`config.mk`:
```
export PLATFORM = sky130hd
export DESIGN_NAME = ntt_result_packer
export DESIGN_NICKNAME = d
export VERILOG_FILES = /design/src/rtl/ntt_result_packer_pkg.sv /design/src/rtl/ntt_result_packer.sv
export SDC_FILE = /design/constraint.sdc
export NUM_CORES = 1
export LEC_CHECK = 0
export ABC_AREA = 1
export CAP_MARGIN = 0
export CORE_AREA = 2 2 129 131
export DETAILED_ROUTE_END_ITERATION = 16
export DIE_AREA = 0 0 131 133
export HOLD_SLACK_MARGIN = 0.15
export PLACE_DENSITY = 0.75
export SYNTH_ARGS = -nofsm -noshare
export SYNTH_HDL_FRONTEND = slang
export SYNTH_SLANG_ARGS = --single-unit
```
`constraint.sdc`:
```
create_clock -name clk -period 1.8 [get_ports clk]
set_input_delay 0.36 -clock clk [delete_from_list [all_inputs] [get_ports clk]]
set_output_delay 0.36 -clock clk [all_outputs]
set_load 0.01 [all_outputs]
```
`src/rtl/ntt_result_packer_pkg.sv`:
```
// Shared NTT definitions: result-packer FSM states, packing defaults and the ML-DSA modulus.
package ntt_result_packer_pkg;

  // Default packing geometry: 4 coefficients per word, 64 words per 256-coefficient polynomial
  localparam int DEF_COEFF_PER_WORD = 4;
  localparam int DEF_WORDS_PER_POLY = 64;

  // ML-DSA prime q = 2^23 - 2^13 + 1; coefficients arriving at the packer are already below it
  localparam int MLDSA_Q = 8380417;

  // Packer control states
  typedef enum logic [1:0] {
    IDLE    = 2'd0,
    COLLECT = 2'd1,
    DONE    = 2'd2
  } packer_state_e;

endpackage

```
`src/rtl/ntt_result_packer.sv`:
```
// Packs reduced NTT coefficients, COEFF_PER_WORD at a time, into polynomial memory words.
// Lane 0 lands in the LSBs; word k of the polynomial is written at base + k (mod 2^ADDR_WIDTH).
module ntt_result_packer
  import ntt_result_packer_pkg::*;
#(
  parameter int REG_SIZE       = 24,
  parameter int COEFF_PER_WORD = DEF_COEFF_PER_WORD,
  parameter int WORDS_PER_POLY = DEF_WORDS_PER_POLY,
  parameter int ADDR_WIDTH     = 10
) (
  input  logic                               clk,
  input  logic                               reset_n,
  input  logic                               zeroize,
  input  logic                               start_i,
  input  logic [ADDR_WIDTH-1:0]              base_addr_i,
  input  logic                               valid_i,
  input  logic [REG_SIZE-1:0]                res_i,
  output logic                               mem_we_o,
  output logic [ADDR_WIDTH-1:0]              mem_waddr_o,
  output logic [COEFF_PER_WORD*REG_SIZE-1:0] mem_wdata_o,
  output logic                               busy_o,
  output logic                               done_o,
  output logic                               err_o
);

  localparam int DATA_W        = COEFF_PER_WORD * REG_SIZE;
  localparam int NUM_LANE_REGS = COEFF_PER_WORD - 1;
  localparam int LANE_W        = (COEFF_PER_WORD > 1) ? $clog2(COEFF_PER_WORD) : 1;
  localparam int WORD_W        = (WORDS_PER_POLY > 1) ? $clog2(WORDS_PER_POLY) : 1;

  localparam logic [LANE_W-1:0] LAST_LANE = LANE_W'(COEFF_PER_WORD - 1);
  localparam logic [WORD_W-1:0] LAST_WORD = WORD_W'(WORDS_PER_POLY - 1);

  packer_state_e state_q, state_d;

  logic [LANE_W-1:0]     lane_cnt_q, lane_cnt_d;
  logic [WORD_W-1:0]     word_cnt_q, word_cnt_d;
  logic [ADDR_WIDTH-1:0] base_q, base_d;
  logic [REG_SIZE-1:0]   lane_q [NUM_LANE_REGS];
  logic [REG_SIZE-1:0]   lane_d [NUM_LANE_REGS];

  logic                  we_q, we_d;
  logic [ADDR_WIDTH-1:0] waddr_q, waddr_d;
  logic [DATA_W-1:0]     wdata_q, wdata_d;
  logic                  done_q, done_d;
  logic                  err_q, err_d;

  logic last_lane;

  assign last_lane = (lane_cnt_q == LAST_LANE);

  // Next-state logic: zeroize beats start, start beats any valid, then per-state behaviour
  always_comb begin
    state_d    = state_q;
    lane_cnt_d = lane_cnt_q;
    word_cnt_d = word_cnt_q;
    base_d     = base_q;
    lane_d     = lane_q;
    we_d       = 1'b0;
    waddr_d    = waddr_q;
    wdata_d    = wdata_q;
    done_d     = 1'b0;
    err_d      = err_q;

    if (zeroize) begin
      state_d    = IDLE;
      lane_cnt_d = '0;
      word_cnt_d = '0;
      base_d     = '0;
      for (int k = 0; k < NUM_LANE_REGS; k++) lane_d[k] = '0;
      waddr_d    = '0;
      wdata_d    = '0;
      err_d      = 1'b0;
    end else if (start_i) begin
      state_d    = COLLECT;
      lane_cnt_d = '0;
      word_cnt_d = '0;
      base_d     = base_addr_i;
      for (int k = 0; k < NUM_LANE_REGS; k++) lane_d[k] = '0;
      err_d      = 1'b0;
    end else begin
      case (state_q)
        IDLE: begin
          if (valid_i) err_d = 1'b1;
        end
        COLLECT: begin
          if (valid_i) begin
            for (int k = 0; k < NUM_LANE_REGS; k++) begin
              if (lane_cnt_q == LANE_W'(k)) lane_d[k] = res_i;
            end
            if (last_lane) begin
              we_d    = 1'b1;
              waddr_d = base_q + ADDR_WIDTH'(word_cnt_q);
              for (int k = 0; k < NUM_LANE_REGS; k++) begin
                wdata_d[k*REG_SIZE +: REG_SIZE] = lane_q[k];
              end
              wdata_d[NUM_LANE_REGS*REG_SIZE +: REG_SIZE] = res_i;
              lane_cnt_d = '0;
              word_cnt_d = word_cnt_q + WORD_W'(1);
              if (word_cnt_q == LAST_WORD) state_d = DONE;
            end else begin
              lane_cnt_d = lane_cnt_q + LANE_W'(1);
            end
          end
        end
        DONE: begin
          state_d = IDLE;
          done_d  = 1'b1;
          if (valid_i) err_d = 1'b1;
        end
        default: begin
          state_d = IDLE;
        end
      endcase
    end
  end

  // State, counters, lane storage and registered memory-port outputs
  always_ff @(posedge clk or negedge reset_n) begin
    if (!reset_n) begin
      state_q    <= IDLE;
      lane_cnt_q <= '0;
      word_cnt_q <= '0;
      base_q     <= '0;
      for (int k = 0; k < NUM_LANE_REGS; k++) lane_q[k] <= '0;
      we_q       <= 1'b0;
      waddr_q    <= '0;
      wdata_q    <= '0;
      done_q     <= 1'b0;
      err_q      <= 1'b0;
    end else begin
      state_q    <= state_d;
      lane_cnt_q <= lane_cnt_d;
      word_cnt_q <= word_cnt_d;
      base_q     <= base_d;
      lane_q     <= lane_d;
      we_q       <= we_d;
      waddr_q    <= waddr_d;
      wdata_q    <= wdata_d;
      done_q     <= done_d;
      err_q      <= err_d;
    end
  end

  assign mem_we_o    = we_q;
  assign mem_waddr_o = waddr_q;
  assign mem_wdata_o = wdata_q;
  assign busy_o      = (state_q != IDLE);
  assign done_o      = done_q;
  assign err_o       = err_q;

endmodule

```
==> summary.txt, run 1 <==
CP max-delay cell: clkdlybuf4s50_1
Dominant cell type by area after synthesis: dfrtp_1
Seq cells post-synth: 201
Largest family of logic cells by synthesized area: simple AND/OR/NAND/NOR gates
Adder-Cell Fraction of Synth Area: 1.92%
Status: finished, final reports clean
Vias per inst: 4.97
Vias in the first global route: 6368
Max Slew Vio Count: 0
Most frequent cell after synthesis: nand2_1
Worst hold-check path type: primary input to asynchronous set/reset pin
Synth Area in Simple Gates: 15.2%
Final period utilization: 98.5%
Fin Clk Skew: 0.00659 ns
Worst vdd rail ir drop: 0.567 mV
Core Rows: 47
Synth Flop Type: dfrtp_1
Worst Setup SP: mem_wdata_o[75]
RSZ-0062 raised after global routing: yes
Top post-synthesis cells by area: dfrtp_1 (61%), nand2_1 (11%), o21ai_1 (9.1%)
Final-stage net count: 1119
Final Power: 9.49 mW
Crit path largest cell delay: 0.55 ns
Final min period: 1.77 ns
# setup viols final: 0
DP Wirelength: 13.0 mm
Worst r2r src: lane_cnt_q[0]
Crit. End Element: primary output
Post-route antenna net violation count: 0
Die Y: 133 um
DRC Markers: 0
1st-pass router iterations: 5
Num Clock Sinks: 201
CTS tree: built
Startpoint types: flip-flop
Max Clock Freq: 564 MHz
Ys Warns: 0
Sw Share: 22.8%
CP Max Fanout: 2
Rel. slew slack: 69.3%
Die Footprint: 17400 um2
H-tree level count: 1
Worst-path cell chain: clkdlybuf4s50_1
Arrival @ worst endpoint: 1.41 ns
Yosys cell types: 29
Clock network power share: 43.8%
Layout area overhead: 32.7%
Mapped Cells: 894
Worst-path clk slew: 0.06 ns
RD Place Congestion: 0.861
First-pass GRT wire length: 32.0 mm
Initial Utilization: 50.8%
CP Class: flip-flop to primary output
Fraction of layout cells with a size suffix above 1: 8.99%
Worst-Margin Slew: 0.461 ns
Leakage: 5.36 nW
Number of buffers created by CTS: 21
Critical path's top delay family: buffers and inverters
Clock Path Buffers: 3
Wirelength per Cell: 14.9 um
Final TNS setup: 0 ns
Worst Path Buf+Inv: 1
Vias: 6453
Final Hold Violating Endpoints: 0
Syn Area/Cell: 9.19 um2
Die width: 131 um
Num ports: 149
Post-synthesis xor/xnor area fraction: 0.213%
Core Area: 16200 um2
Number of synthesized flops with an enable pin: 0
Sequential share of power: 49.1%
Asr flop ratio synth: 100%
Area post-placement: 10200 um2
GRT Overall Usage: 23.1%
Post-synthesis mux area share: 0%
Complex-gate fraction of the synthesized area: 12.4%
Syn Nets: 945
Combinational fraction of design power: 7.1%
WP data required: 1.44 ns
Yosys top cell area share: 61.2%
Max-cap violation count: 0
1st-iter DRT viols: 374
Int Pwr: 7.33 mW
Root Driver: clkbuf_16
Grt ovf: 0
Power density cells: 871 nW/um2
N_diodes: 0
Post-route cell area: 10900 um2
Worst-Skew Late Latency: 0.49 ns
Sequential fraction of the synthesis area: 61.2%
Largest net degree at the start of global routing: 59
Port bufs: 148
Drt total wl: 19.4 mm
Net Sw Power: 2.16 mW
Commonest cells in the netlist: nand2_1 (232), dfrtp_1 (201), o21ai_1 (150), inv_1 (119), nor2_1 (40)
Initial antenna violation count: 0
Mapped Area: 8210 um2
-- stage by stage --
| stage | hold slack [ns] | std cells | util (%) | setup WS [ns] |
|---|---|---|---|---|
| detailed placement | 0.362 | 1263 | 63.0 | -0.0885 |
| finish | 0.398 | 1299 | 67.4 | 0.0264 |
| global placement | 0.358 | 1263 | 63.0 | -0.0326 |
| floorplan | 0.0644 | 894 | - | 0.176 |
| CTS | 0.409 | 1299 | 67.1 | 0.000889 |
| global route | 0.430 | 1299 | 67.4 | 0.0000557 |
-- sequential cells by signal, indices dropped and copies added, names as in the netlist --
| signal | count |
|---|---|
| mem_wdata_o | 96 |
| lane_q | 72 |
| base_q | 10 |
| mem_waddr_o | 10 |
| word_cnt_q | 6 |
| lane_cnt_q | 2 |
| state_q | 2 |
| done_o | 1 |
| err_o | 1 |
| mem_we_o | 1 |
-- final timing paths --
kind                                    to  slack (ns)  cells past startpoint
max                        mem_wdata_o[75]        0.03                      1
min                        mem_wdata_o[12]        0.40                      2
max reg2reg                mem_wdata_o[49]        0.16                      7
min reg2reg                 mem_waddr_o[8]        0.48                      2
max in group asynchronous       lane_q[19]        0.75                      3
min in group clk                 base_q[5]        0.43                      3
-- repair_timing --
item | CTS | global route
resized for setup | 8 | 18
hold endpoints to repair | 47 | 0
pin swaps | 0 | 0
setup endpoints to repair | 8 | 19
buffers inserted | 1 | 0
hold buffers | 1 | 0
-- layout make-up --
type	instances	area, um2
Inverter	125	469
Fill cell	1242	5270
Timing Repair Buffer	194	2010
Tap cell	220	275
Sequential cell	201	5030
Clock inverter	6	67.6
Multi-Input combinational cell	525	2450
Clock buffer	28	592
-- power groups by stage --
stage | registers (mW) | logic [mW] | clock network [mW]
floorplan | 4.74 | 0.324 | 0
global placement | 4.74 | 0.654 | 0
detailed placement | 4.74 | 0.667 | 0
CTS | 4.66 | 0.681 | 4.21
global route | 4.67 | 0.758 | 4.44
finish | 4.66 | 0.674 | 4.16
-- cell usage in the layout, fill, tap and decap left out, drive strengths merged, types with 4 or more instances in the layout --
master         instances
dlygate4sd2            8
o21ai                182
ha                    11
inv                  127
nor2                  44
nand2                236
clkbuf                29
a21oi                 11
dfrtp                201
nand3                 26
clkdlybuf4s50        123
dlymetal6s2s          16
buf                   45
nand4                  4
-- layer usage --
layer  vias up  GRT usage, %  part of all wire, %
met5         -             0                    0
met4         0          6.62                  2.5
met3        31          4.53                  6.1
met2       170          35.9                   47
met1      3090          33.2                   44
li1       3162             -                    -
-- kinds of logic (layout without fill, tap and decap cells) --
| group | Yosys count | in the layout |
|---|---|---|
| xor+xnor | 2 | 2 |
| flops | 201 | 201 |
| buf+inv | 168 | 353 |
| fa+ha+maj | 12 | 12 |
| compound gates | 198 | 198 |
| simple gates | 313 | 313 |
Power figures use the tool's default switching activity.
==> inputs of run 2 (changes only) <==
- GPL_ROUTABILITY_DRIVEN: default -> 0
==> results of run 2 <==
No change in the layout: final DEF, timing and power equal those of run 1.
==> inputs of run 3 (changes only) <==
- RECOVER_POWER: default -> 50
==> summary.txt, run 3 (synthesized netlist as in run 1, its figures left out) <==
Final worst slack: 0.0274 ns
H-tree level count: 1
Leakage: 5.19 nW
Vias: 6479
Post-route antenna net violation count: 0
Arrival @ worst endpoint: 1.41 ns
Commonest non-fill, non-tap cell in the layout: nand2_1
Status: finished, final reports clean
Port bufs: 148
Initial antenna violation count: 0
Worst hold-check path type: primary input to asynchronous set/reset pin
First-pass GRT wire length: 32.0 mm
N_diodes: 0
Fin util: 66.5%
Crit. End Element: primary output
Rel. slew slack: 48.9%
Final min period: 1.77 ns
Dpl cells: 1263
Worst-path cell chain: clkdlybuf4s50_1
Hold WS: 0.381 ns
Fin Clk Skew: 0.00624 ns
Final period utilization: 98.5%
CP Class: flip-flop to primary output
Core Rows: 47
Largest net degree at the start of global routing: 59
Worst vdd rail ir drop: 0.566 mV
# setup viols final: 0
Final TNS setup: 0 ns
Root Driver: clkbuf_16
Max-cap violation count: 0
Post-route cell area: 10800 um2
CTS tree: built
Clock network power share: 44.0%
Worst-path clk slew: 0.06 ns
Number of buffers created by CTS: 21
Int Pwr: 7.30 mW
Vias per inst: 4.99
GRT Overall Usage: 23.1%
Power density cells: 880 nW/um2
Num ports: 149
Layout area overhead: 31.0%
Die width: 131 um
DP Wirelength: 13.0 mm
Sw Share: 22.8%
Max Slew Vio Count: 0
Final-stage net count: 1119
Sequential share of power: 49.2%
CP max-delay cell: clkdlybuf4s50_1
Worst-Margin Slew: 0.766 ns
Crit path largest cell delay: 0.55 ns
Die Y: 133 um
Net Sw Power: 2.16 mW
Fraction of layout cells with a size suffix above 1: 7.88%
Initial Utilization: 50.8%
Core Area: 16200 um2
Startpoint types: flip-flop
Grt ovf: 0
DRC Markers: 0
WP data required: 1.44 ns
Clock Path Buffers: 3
Final Hold Violating Endpoints: 0
Combinational fraction of design power: 6.8%
1st-iter DRT viols: 368
Die Footprint: 17400 um2
1st-pass router iterations: 5
Fillers: 1272
Max reg flops: 96
Worst Path Buf+Inv: 1
Critical path's top delay family: buffers and inverters
Fin cells: 1299
Num Clock Sinks: 201
Worst-Skew Late Latency: 0.49 ns
Area post-placement: 10200 um2
Max Clock Freq: 564 MHz
Drt total wl: 19.4 mm
Final Power: 9.46 mW
RSZ-0062 raised after global routing: yes
Wirelength per Cell: 14.9 um
CP Max Fanout: 2
DP Worst Slack: -0.0885 ns
Most frequent cells in the layout: nand2_1 (231), dfrtp_1 (201), o21ai_1 (136), clkdlybuf4s50_1 (122), inv_1 (120)
Vias in the first global route: 6368
## run 3: changes by cell type in the layout (fill, tap and decap cells not counted), sizes merged
cell	delta
dlymetal6s2s	-6
clkbuf	+17
buf	-14
clkdlybuf4s50	-1
clkdlybuf4s25	+3
dlygate4sd3	+1
## run 3: final timing paths
check | from | endpoint | slack [ns] | cells after the start
worst min register to register | mem_waddr_o[8] | mem_waddr_o[8] | 0.48 | 2
worst max register to register | lane_cnt_q[0] | mem_wdata_o[4] | 0.17 | 7
min in group clk | base_addr_i[5] | base_q[5] | 0.43 | 3
worst max-delay path | mem_wdata_o[75] | mem_wdata_o[75] | 0.03 | 1
max in group asynchronous | reset_n | lane_q[19] | 0.31 | 3
worst min-delay path | reset_n | mem_wdata_o[12] | 0.38 | 2
## run 3: layout make-up
type | count | area, um2 | share of cell area (%)
tap | 220 | 275 | 2.56
multi-input combinational | 525 | 2450 | 22.8
clock inverter | 6 | 67.6 | 0.628
clock buffer | 28 | 592 | 5.50
inverter | 125 | 469 | 4.36
sequential | 201 | 5030 | 46.8
timing repair buffer | 194 | 1880 | 17.4
## run 3: repair_timing
action	in CTS	in global routing
hold buffers	1	0
resized for setup	8	18
hold endpoints to repair	47	0
setup buffers	1	0
cloned	0	0
endpoints found under the setup margin	8	19
## run 3: power groups by stage
stage / Clock, mW / Sequential (mW) / Combinational [mW]
2_1_floorplan: 0 / 4.74 / 0.324
3_3_place_gp: 0 / 4.74 / 0.654
3_5_place_dp: 0 / 4.74 / 0.667
4_1_cts: 4.21 / 4.66 / 0.681
5_1_grt: 4.44 / 4.67 / 0.723
6_report: 4.16 / 4.66 / 0.639
## run 3: metal layers
| metal | global-route usage, % | part of all wire, % | wire [um] |
|---|---|---|---|
| met1 | 33.2 | 44 | 8610 |
| met2 | 35.9 | 47 | 9140 |
| met3 | 4.53 | 6.1 | 1180 |
| met4 | 6.62 | 2.4 | 474 |
| met5 | 0 | 0 | 0 |
